## config.mk

```make
export PLATFORM = sky130hd
export DESIGN_NAME = pipe_hazard_ctrl
export DESIGN_NICKNAME = d
export VERILOG_FILES = /design/src/rtl/pipe_pkg.sv /design/src/rtl/pipe_scoreboard.sv /design/src/rtl/pipe_hazard_ctrl.sv
export SDC_FILE = /design/constraint.sdc
export NUM_CORES = 1
export LEC_CHECK = 0
export BUFFER_PORTS_ARGS = -buffer_cell sky130_fd_sc_hd__buf_2
export CAP_MARGIN = 20
export CORE_UTILIZATION = 52
export CTS_CLUSTER_DIAMETER = 100
export DETAILED_ROUTE_END_ITERATION = 12
export PLACE_DENSITY = 0.84
export SETUP_SLACK_MARGIN = 0.02
export SKIP_CTS_REPAIR_TIMING = 1
export SLEW_MARGIN = 10
export SYNTH_ARGS = -nofsm -noshare
export SYNTH_HDL_FRONTEND = slang
export SYNTH_HIERARCHICAL = 1
export SYNTH_SLANG_ARGS = --single-unit
export TNS_END_PERCENT = 10
```

## constraint.sdc

```tcl
create_clock -name clk -period 3.93 [get_ports clk]
set_input_delay 0.5895 -clock clk [delete_from_list [all_inputs] [get_ports clk]]
set_output_delay 0.5895 -clock clk [all_outputs]
set_load 0.005 [all_outputs]
```

## src/rtl/pipe_pkg.sv

```systemverilog
// Shared types and constants for the pipeline hazard controller.
// Optional feature macro: PIPE_HAZARD_CTRL_PERF_EN (stall performance counter).
package pipe_pkg;

    localparam int unsigned REG_AW = 6;

    // aluCtrl value presented to the decode latch when a bubble is inserted.
    localparam logic [9:0] NOP_ALUCTRL = 10'b0;

    typedef enum logic [1:0] {
        StFlush = 2'd0,
        StRun   = 2'd1
    } pipe_state_e;

    typedef struct packed {
        logic              valid;
        logic [REG_AW-1:0] dst;
    } sb_entry_t;

endpackage

```

## src/rtl/pipe_scoreboard.sv

```systemverilog
// In-flight destination scoreboard: a DEPTH-entry shift register of pending
// writes plus the source-operand compare that produces the RAW hazard flag.
// Entry 0 is the instruction currently at the decode latch output.
module pipe_scoreboard
    import pipe_pkg::*;
#(
    parameter int unsigned DEPTH     = 2,
    parameter bit          REG0_ZERO = 1'b1
) (
    input  logic              clk,
    input  logic              rst_n,
    input  logic              shift_en,
    input  logic              shift_valid,
    input  logic [REG_AW-1:0] shift_dst,
    input  logic              dec_valid,
    input  logic [REG_AW-1:0] sel_a,
    input  logic [4:0]        sel_b,
    input  logic              imm_en,
    output logic              hazard
);

    sb_entry_t sb_q [DEPTH];

    // Shift register: newest at entry 0, oldest falls off the end.
    always_ff @(posedge clk) begin
        if (!rst_n) begin
            for (int i = 0; i < DEPTH; i++) begin
                sb_q[i] <= '0;
            end
        end else if (shift_en) begin
            sb_q[0] <= '{valid: shift_valid, dst: shift_dst};
            for (int i = 1; i < DEPTH; i++) begin
                sb_q[i] <= sb_q[i-1];
            end
        end
    end

    // Compare both sources against every pending destination.
    always_comb begin
        logic [REG_AW-1:0] sel_b_ext;
        logic              dst_ok;
        hazard    = 1'b0;
        sel_b_ext = {1'b0, sel_b};
        dst_ok    = 1'b0;
        if (dec_valid) begin
            for (int i = 0; i < DEPTH; i++) begin
                // Register 0 is hard-wired, so writes to it never create a dependency.
                dst_ok = sb_q[i].valid && !(REG0_ZERO && (sb_q[i].dst == '0));
                if (dst_ok && (sel_a == sb_q[i].dst)) begin
                    hazard = 1'b1;
                end
                if (dst_ok && !imm_en && (sel_b_ext == sb_q[i].dst)) begin
                    hazard = 1'b1;
                end
            end
        end
    end

endmodule

```

## src/rtl/pipe_hazard_ctrl.sv

```systemverilog
// Pipeline hazard controller: flush sequencer, stall/freeze decode and an
// optional stall counter enabled by the PIPE_HAZARD_CTRL_PERF_EN macro.
module pipe_hazard_ctrl
    import pipe_pkg::*;
#(
    parameter int unsigned DEPTH     = 2,
    parameter bit          REG0_ZERO = 1'b1
) (
    input  logic        clk,
    input  logic        rst_n,
    input  logic        dec_valid,
    input  logic [5:0]  dec_selA,
    input  logic [4:0]  dec_selB,
    input  logic [5:0]  dec_selOut,
    input  logic        dec_imm_en,
    input  logic        dec_wr,
    input  logic        ex_busy,
    output logic        fetch_en,
    output logic        dec_latch_en,
    output logic        bubble,
    output logic [1:0]  state_o,
    output logic [15:0] stall_cnt
);

    pipe_state_e state_q, state_d;
    logic [2:0]  flush_cnt_q, flush_cnt_d;
    logic        hazard;
    logic        sb_shift_en;
    logic        sb_shift_valid;

    pipe_scoreboard #(
        .DEPTH     (DEPTH),
        .REG0_ZERO (REG0_ZERO)
    ) u_sb (
        .clk         (clk),
        .rst_n       (rst_n),
        .shift_en    (sb_shift_en),
        .shift_valid (sb_shift_valid),
        .shift_dst   (dec_selOut),
        .dec_valid   (dec_valid),
        .sel_a       (dec_selA),
        .sel_b       (dec_selB),
        .imm_en      (dec_imm_en),
        .hazard      (hazard)
    );

    // State and flush counter registers.
    always_ff @(posedge clk) begin
        if (!rst_n) begin
            state_q     <= StFlush;
            flush_cnt_q <= 3'(DEPTH);
        end else begin
            state_q     <= state_d;
            flush_cnt_q <= flush_cnt_d;
        end
    end

    // Next-state and zero-latency pipeline control decode.
    always_comb begin
        state_d        = state_q;
        flush_cnt_d    = flush_cnt_q;
        fetch_en       = 1'b0;
        dec_latch_en   = 1'b1;
        bubble         = 1'b1;
        sb_shift_en    = 1'b1;
        sb_shift_valid = 1'b0;
        unique case (state_q)
            StRun: begin
                if (ex_busy) begin
                    // Freeze: hold everything, the latch keeps its contents.
                    dec_latch_en = 1'b0;
                    bubble       = 1'b0;
                    sb_shift_en  = 1'b0;
                end else if (hazard) begin
                    fetch_en = 1'b0;
                end else if (dec_valid) begin
                    fetch_en       = 1'b1;
                    bubble         = 1'b0;
                    sb_shift_valid = dec_wr;
                end else begin
                    fetch_en = 1'b1;
                end
            end
            StFlush: begin
                if (flush_cnt_q == 3'd0) begin
                    state_d = StRun;
                end else begin
                    flush_cnt_d = flush_cnt_q - 3'd1;
                end
            end
            default: begin
                state_d     = StFlush;
                flush_cnt_d = 3'(DEPTH);
            end
        endcase
        // Outputs must show a flush even before the first reset edge lands.
        if (!rst_n) begin
            fetch_en     = 1'b0;
            dec_latch_en = 1'b1;
            bubble       = 1'b1;
        end
    end

    assign state_o = state_q;

`ifdef PIPE_HAZARD_CTRL_PERF_EN
    logic [15:0] stall_q, stall_d;

    // Saturating count of RUN cycles that did not advance fetch.
    always_comb begin
        stall_d = stall_q;
        if ((state_q == StRun) && !fetch_en && (stall_q != 16'hFFFF)) begin
            stall_d = stall_q + 16'd1;
        end
    end

    // Stall counter register.
    always_ff @(posedge clk) begin
        if (!rst_n) begin
            stall_q <= '0;
        end else begin
            stall_q <= stall_d;
        end
    end

    assign stall_cnt = stall_q;
`else
    assign stall_cnt = '0;
`endif

endmodule

```

==> Word level (Yosys, flattened, before mapping) <==
Memories as Yosys holds them, arrays and structs flattened.
Cells that the tools add are included.
{ "word_totals": {"n_memories": 1, "register_bits": 5, "in_bits": 23, "ramBits": 14, "output_inout_bits": 21} }
{ "mem_list": {"columns": ["memory", "depth", "width", "read_ports", "rd_clocked_by_memory_dff", "wr", "line_no", "source"], "rows": [
  ["u_sb.sb_q", 2, 7, 2, 0, 2, "pipe_scoreboard.sv:22", "sb_entry_t sb_q [DEPTH];"]
]} }
{ "op_classes": {"eq_ne": 7, "n_reduce_logical": 17, "n_bitwise": 3, "add_sub_neg": 1, "n_mux": 31} }
{ "ops": {"columns": ["op", "count"], "rows": [
  ["2-to-1 mux 1 bit", 25],
  ["2-to-1 mux 7 bit", 2],
  ["== test 5 x 6 -> 1 bit", 2],
  ["== test 6 bit", 2],
  ["zero test 6 bit", 2],
  ["logical AND 1 bit", 8],
  ["one-hot mux 3 bit (2 select lines)", 1],
  ["!= test 2 bit (second input constant)", 2],
  ["one-hot mux 2 bit (2 select lines)", 1],
  ["AND reduction 2 bit", 2],
  ["zero test 1 bit", 3],
  ["zero test 3 bit", 1],
  ["2-to-1 mux 3 bit", 1],
  ["subtractor 3 x 1 -> 3 bit (second input constant)", 1],
  ["== test 2 x 1 -> 1 bit (second input constant)", 1],
  ["zero test 2 bit", 1],
  ["2-to-1 mux 2 bit", 1],
  ["bitwise OR 1 bit", 2],
  ["NOT 1 bit", 1]
]} }

==> Logic depth before layout (Yosys ltp) <==
An unclocked memory read counts as a cell.
{ "logic_depth": {"depth_word": 14, "ltp_mapped": 6, "mapped_depth_nobuf": 6} }

==> By module <==
The synthesis kept the hierarchy.
{ "by_module_without_submodules": {"columns": ["module", "n_inst", "area_per_inst_um2", "cells_per_inst", "seq_area_each_um2"], "rows": [
  ["pipe_scoreboard", 1, 822.0, 68, 420.4],
  ["pipe_hazard_ctrl", 1, 374.1, 48, 80.1]
]} }

==> Worst setup path after synthesis <==
OpenSTA, ideal clock, no wires.
{ "synth_timing": {"path_type": "register -> output", "startpoint": "memory u_sb/sb_q[0][0] (netlist bit)", "endpoint": "output fetch_en", "setup_slack_ns": 1.809, "stages_incl_launch_ff": 5, "t_arrival_ns": 1.532, "cell_sequence": "edfxtp_1 > or4_4 > o311ai_2 > o22ai_1 > nor3_1"} }
{ "synth_lines": {"columns": ["element", "line_no", "source"], "rows": [
  ["from (decl)", "pipe_scoreboard.sv:22", null],
  ["to (decl)", "pipe_hazard_ctrl.sv:18", "output logic fetch_en,"]
]} }

==> flow_metrics.py <==
metrics = {
    "critical_path": {
        "crit_fanout": 4,
        "r2r_setup_slack_ps": 1960,
        "arrival_ps": 2100,
        "rr_startpoint": "u_sb/sb_q[0][3]",
        "r2r_cells": 6,
        "setup.worst_path.start": "u_sb/sb_q[0][0]",
        "required_ps": 3340,
        "regToRegEndpoint": "u_sb/sb_q[0][6]",
        "setup.worst_path.end": "fetch_en",
        "critPathKind": "register to output port",
        "crit_path_start_kind": "register",
        "endpoint_kind": "output port",
    },
    "floorplan": {
        "initial_core_util_pct": 54.60,
        "core_region_area_um2": 2191,
        "fp.dieH_um": 49.96,
        "die_area_um2": 2496,
        "die_w_um": 49.96,
        "rows": 17,
        "ioPinCount": 44,
    },
    "clocking": {
        "clockBufferDepth": 2,
        "clkTransAtPathRegs_ps": 100,
        "htree_num_levels": 1,
        "insertion_delay_ps": 280,
        "cts_tree": "done",
        "ctsRootBufferMaster": "clkbuf_4",
        "cts_inserted_buffers": 3,
        "cts_sinks": 18,
    },
    "run_status": {
        "status": "finished clean",
    },
    "synthesis": {
        "yosys.area.top_type": "edfxtp_1",
        "synth.most_common_cell": "xor2_1",
        "yosys-top-cells-area": "edfxtp_1 35%, xor2_1 16%, buf_4 11%",
        "syn_area_um2": 1196,
        "ys_warn_count": 6,
        "ys_async_sr_fraction_pct": 0,
        "synthTopCellsByCount": "22 x xor2_1, 17 x buf_4, 14 x and3_1, 14 x edfxtp_1, 6 x nand2_1",
        "yosysSeqAreaShare_pct": 41.84,
        "syn-mean-instance-area_um2": 10.31,
        "synth_cell_type_count": 30,
        "postSynthCellCount": 116,
        "yosys_most_used_dff": "edfxtp_1",
        "synth_edf_count": 14,
        "synth_seq_cells": 18,
        "yosys.area.top_type_share_pct": 35.15,
    },
    "routing": {
        "dr.pass1.iters": 4,
        "via_count": 851,
        "drc": 0,
        "drt_iter0_markers": 20,
        "drt_wl_total_mm": 2.097,
        "drtAntennaViolNets": 0,
        "post_drt_via_cell_ratio": 5.006,
        "wl_per_cell_um": 12.34,
    },
    "run": {
        "cap_violations": 0,
    },
    "timing": {
        "setup_violations": 0,
        "max_freq_ghz": 0.3718,
        "min_period_ps": 2690,
        "slew_headroom_pct": 58.23,
        "holdWs_ps": 471.4,
        "final.setup.tns_ps": 0,
        "worst_slew_pin_slew_ps": 626.5,
        "hold_viol_final": 0,
        "period_share_pct": 68.45,
        "rsz0062_at_grt": "false",
        "skew_ps": 4.365,
        "slew_viol_final": 0,
    },
    "worst_hold_path": {
        "hp-class": "register to register",
    },
    "power": {
        "peakVddDrop_mv": 0.3311,
        "p_per_area_nw_per_um2": 426.4,
        "leakagePower_nw": 0.6592,
    },
    "cells_and_area": {
        "antennaDiodeCount": 0,
        "syn_to_final_growth_pct": 9.309,
        "nFillCells": 187,
        "nNetsFinal": 168,
        "drive_gt1_share_pct": 23.24,
    },
    "global_route": {
        "antenna_found_initial": 0,
        "grt_max_degree": 24,
        "gr-usage-all-layers_pct": 17.01,
        "grt_pass1_vias": 774,
        "grt_overflow": 0,
        "grt_pass1_wl_mm": 3.243,
    },
    "placed_design": {
        "port_buffers": 26,
        "dpl.hpwl_mm": 1.650,
        "gp_congestion": 0.8865,
    },
}
## critical path, stage by stage (launching register included)
cell	delay, ps
edfxtp_1	470
or4_4	560
o311ai_2	230
o22ai_1	170
nor3_1	250
buf_2	150
## per-stage QoR
| stage | total power (W) | area [µm²] | std cells | utilization, % | setup slack (ps) |
|---|---|---|---|---|---|
| 4_1_cts | 0.0005564 | 1308 | 170 | 59.68 | 1228 |
| 3_3_place_gp | 0.0004578 | 1281 | 166 | 58.48 | 1416 |
| 3_5_place_dp | 0.0004714 | 1281 | 166 | 58.48 | 1401 |
| 6_report | 0.0005575 | 1308 | 170 | 59.68 | 1240 |
| 2_1_floorplan | 0.0004274 | 1256 | 132 | - | 1809 |
| 5_1_grt | 0.0005903 | 1308 | 170 | 59.68 | 1126 |
## cells by family after synthesis
family | count (synthesis) | synth area share [%]
buffers and inverters | 24 | 12.97
adders and majority gates | 2 | 2.092
xor gates and xnor gates | 22 | 16.11
other | 1 | 0.3135
DFF | 18 | 41.84
and+or+nand+nor | 38 | 18.31
muxes | 2 | 2.092
AOI/OAI and AO/OA | 9 | 6.277
## worst min-delay path by stage
stage	start	end	slack [ps]	depth (start not counted)
2_1_floorplan	flush_cnt_q[0]	flush_cnt_q[0]	430	2
3_3_place_gp	flush_cnt_q[0]	flush_cnt_q[0]	440	2
3_5_place_dp	flush_cnt_q[0]	flush_cnt_q[0]	460	2
4_1_cts	flush_cnt_q[0]	flush_cnt_q[0]	480	2
5_1_grt	flush_cnt_q[0]	flush_cnt_q[0]	500	2
6_report	flush_cnt_q[0]	flush_cnt_q[0]	470	2
## flip-flops by register name, indices dropped and copies added (netlist names)
signal,flops
state_o,1
flush_cnt_q,3
u_sb/sb_q,14
## cell usage in the layout, fill, tap and decap left out, drive strengths merged
cell / netlist / layout
nor2: 2 / 2
or4: 2 / 2
xor2: 22 / 22
mux2i: 1 / 1
and3: 14 / 14
o21a: 1 / 1
a21oi: 2 / 2
nor4b: 1 / 1
a22oi: 2 / 2
nand2b: 1 / 1
ha: 2 / 2
nor3: 4 / 4
clkbuf: 3 / 3
conb: 1 / 17
nor4: 4 / 4
o22ai: 1 / 1
edfxtp: 14 / 14
nand2: 6 / 6
nand3: 2 / 2
clkinv: 0 / 1
inv: 4 / 4
buf: 17 / 26
dfxtp: 4 / 4
nor2b: 2 / 2
o21bai: 1 / 1
mux2: 1 / 1
o311ai: 2 / 2
## power by group
group / internal [W] / leakage, nW / switching [W]
Sequential: 0.000251 / 0.198 / 0.0000420
Clock: 0.0000367 / 0.0154 / 0.0000521
Combinational: 0.0000852 / 0.446 / 0.0000899
Total: 0.000373 / 0.659 / 0.000184
## routing by layer
layer	wire, µm	GRT usage [%]	vias to the layer above
met5	0	0	-
met4	14	5.714	0
met3	159	3.395	2
met2	966	27.25	37
met1	958	22.76	388
li1	-	-	424
## layout make-up
type	instances	area, µm²	area share [%]
Tap cell	28	35.03	2.679
Timing Repair Buffer	26	130.1	9.952
Multi-Input combinational cell	90	600.6	45.93
Clock buffer	3	22.52	1.722
Sequential cell	18	500.5	38.28
Clock inverter	1	3.754	0.2871
Inverter	4	15.01	1.148
(Power assumes the default switching activity.)
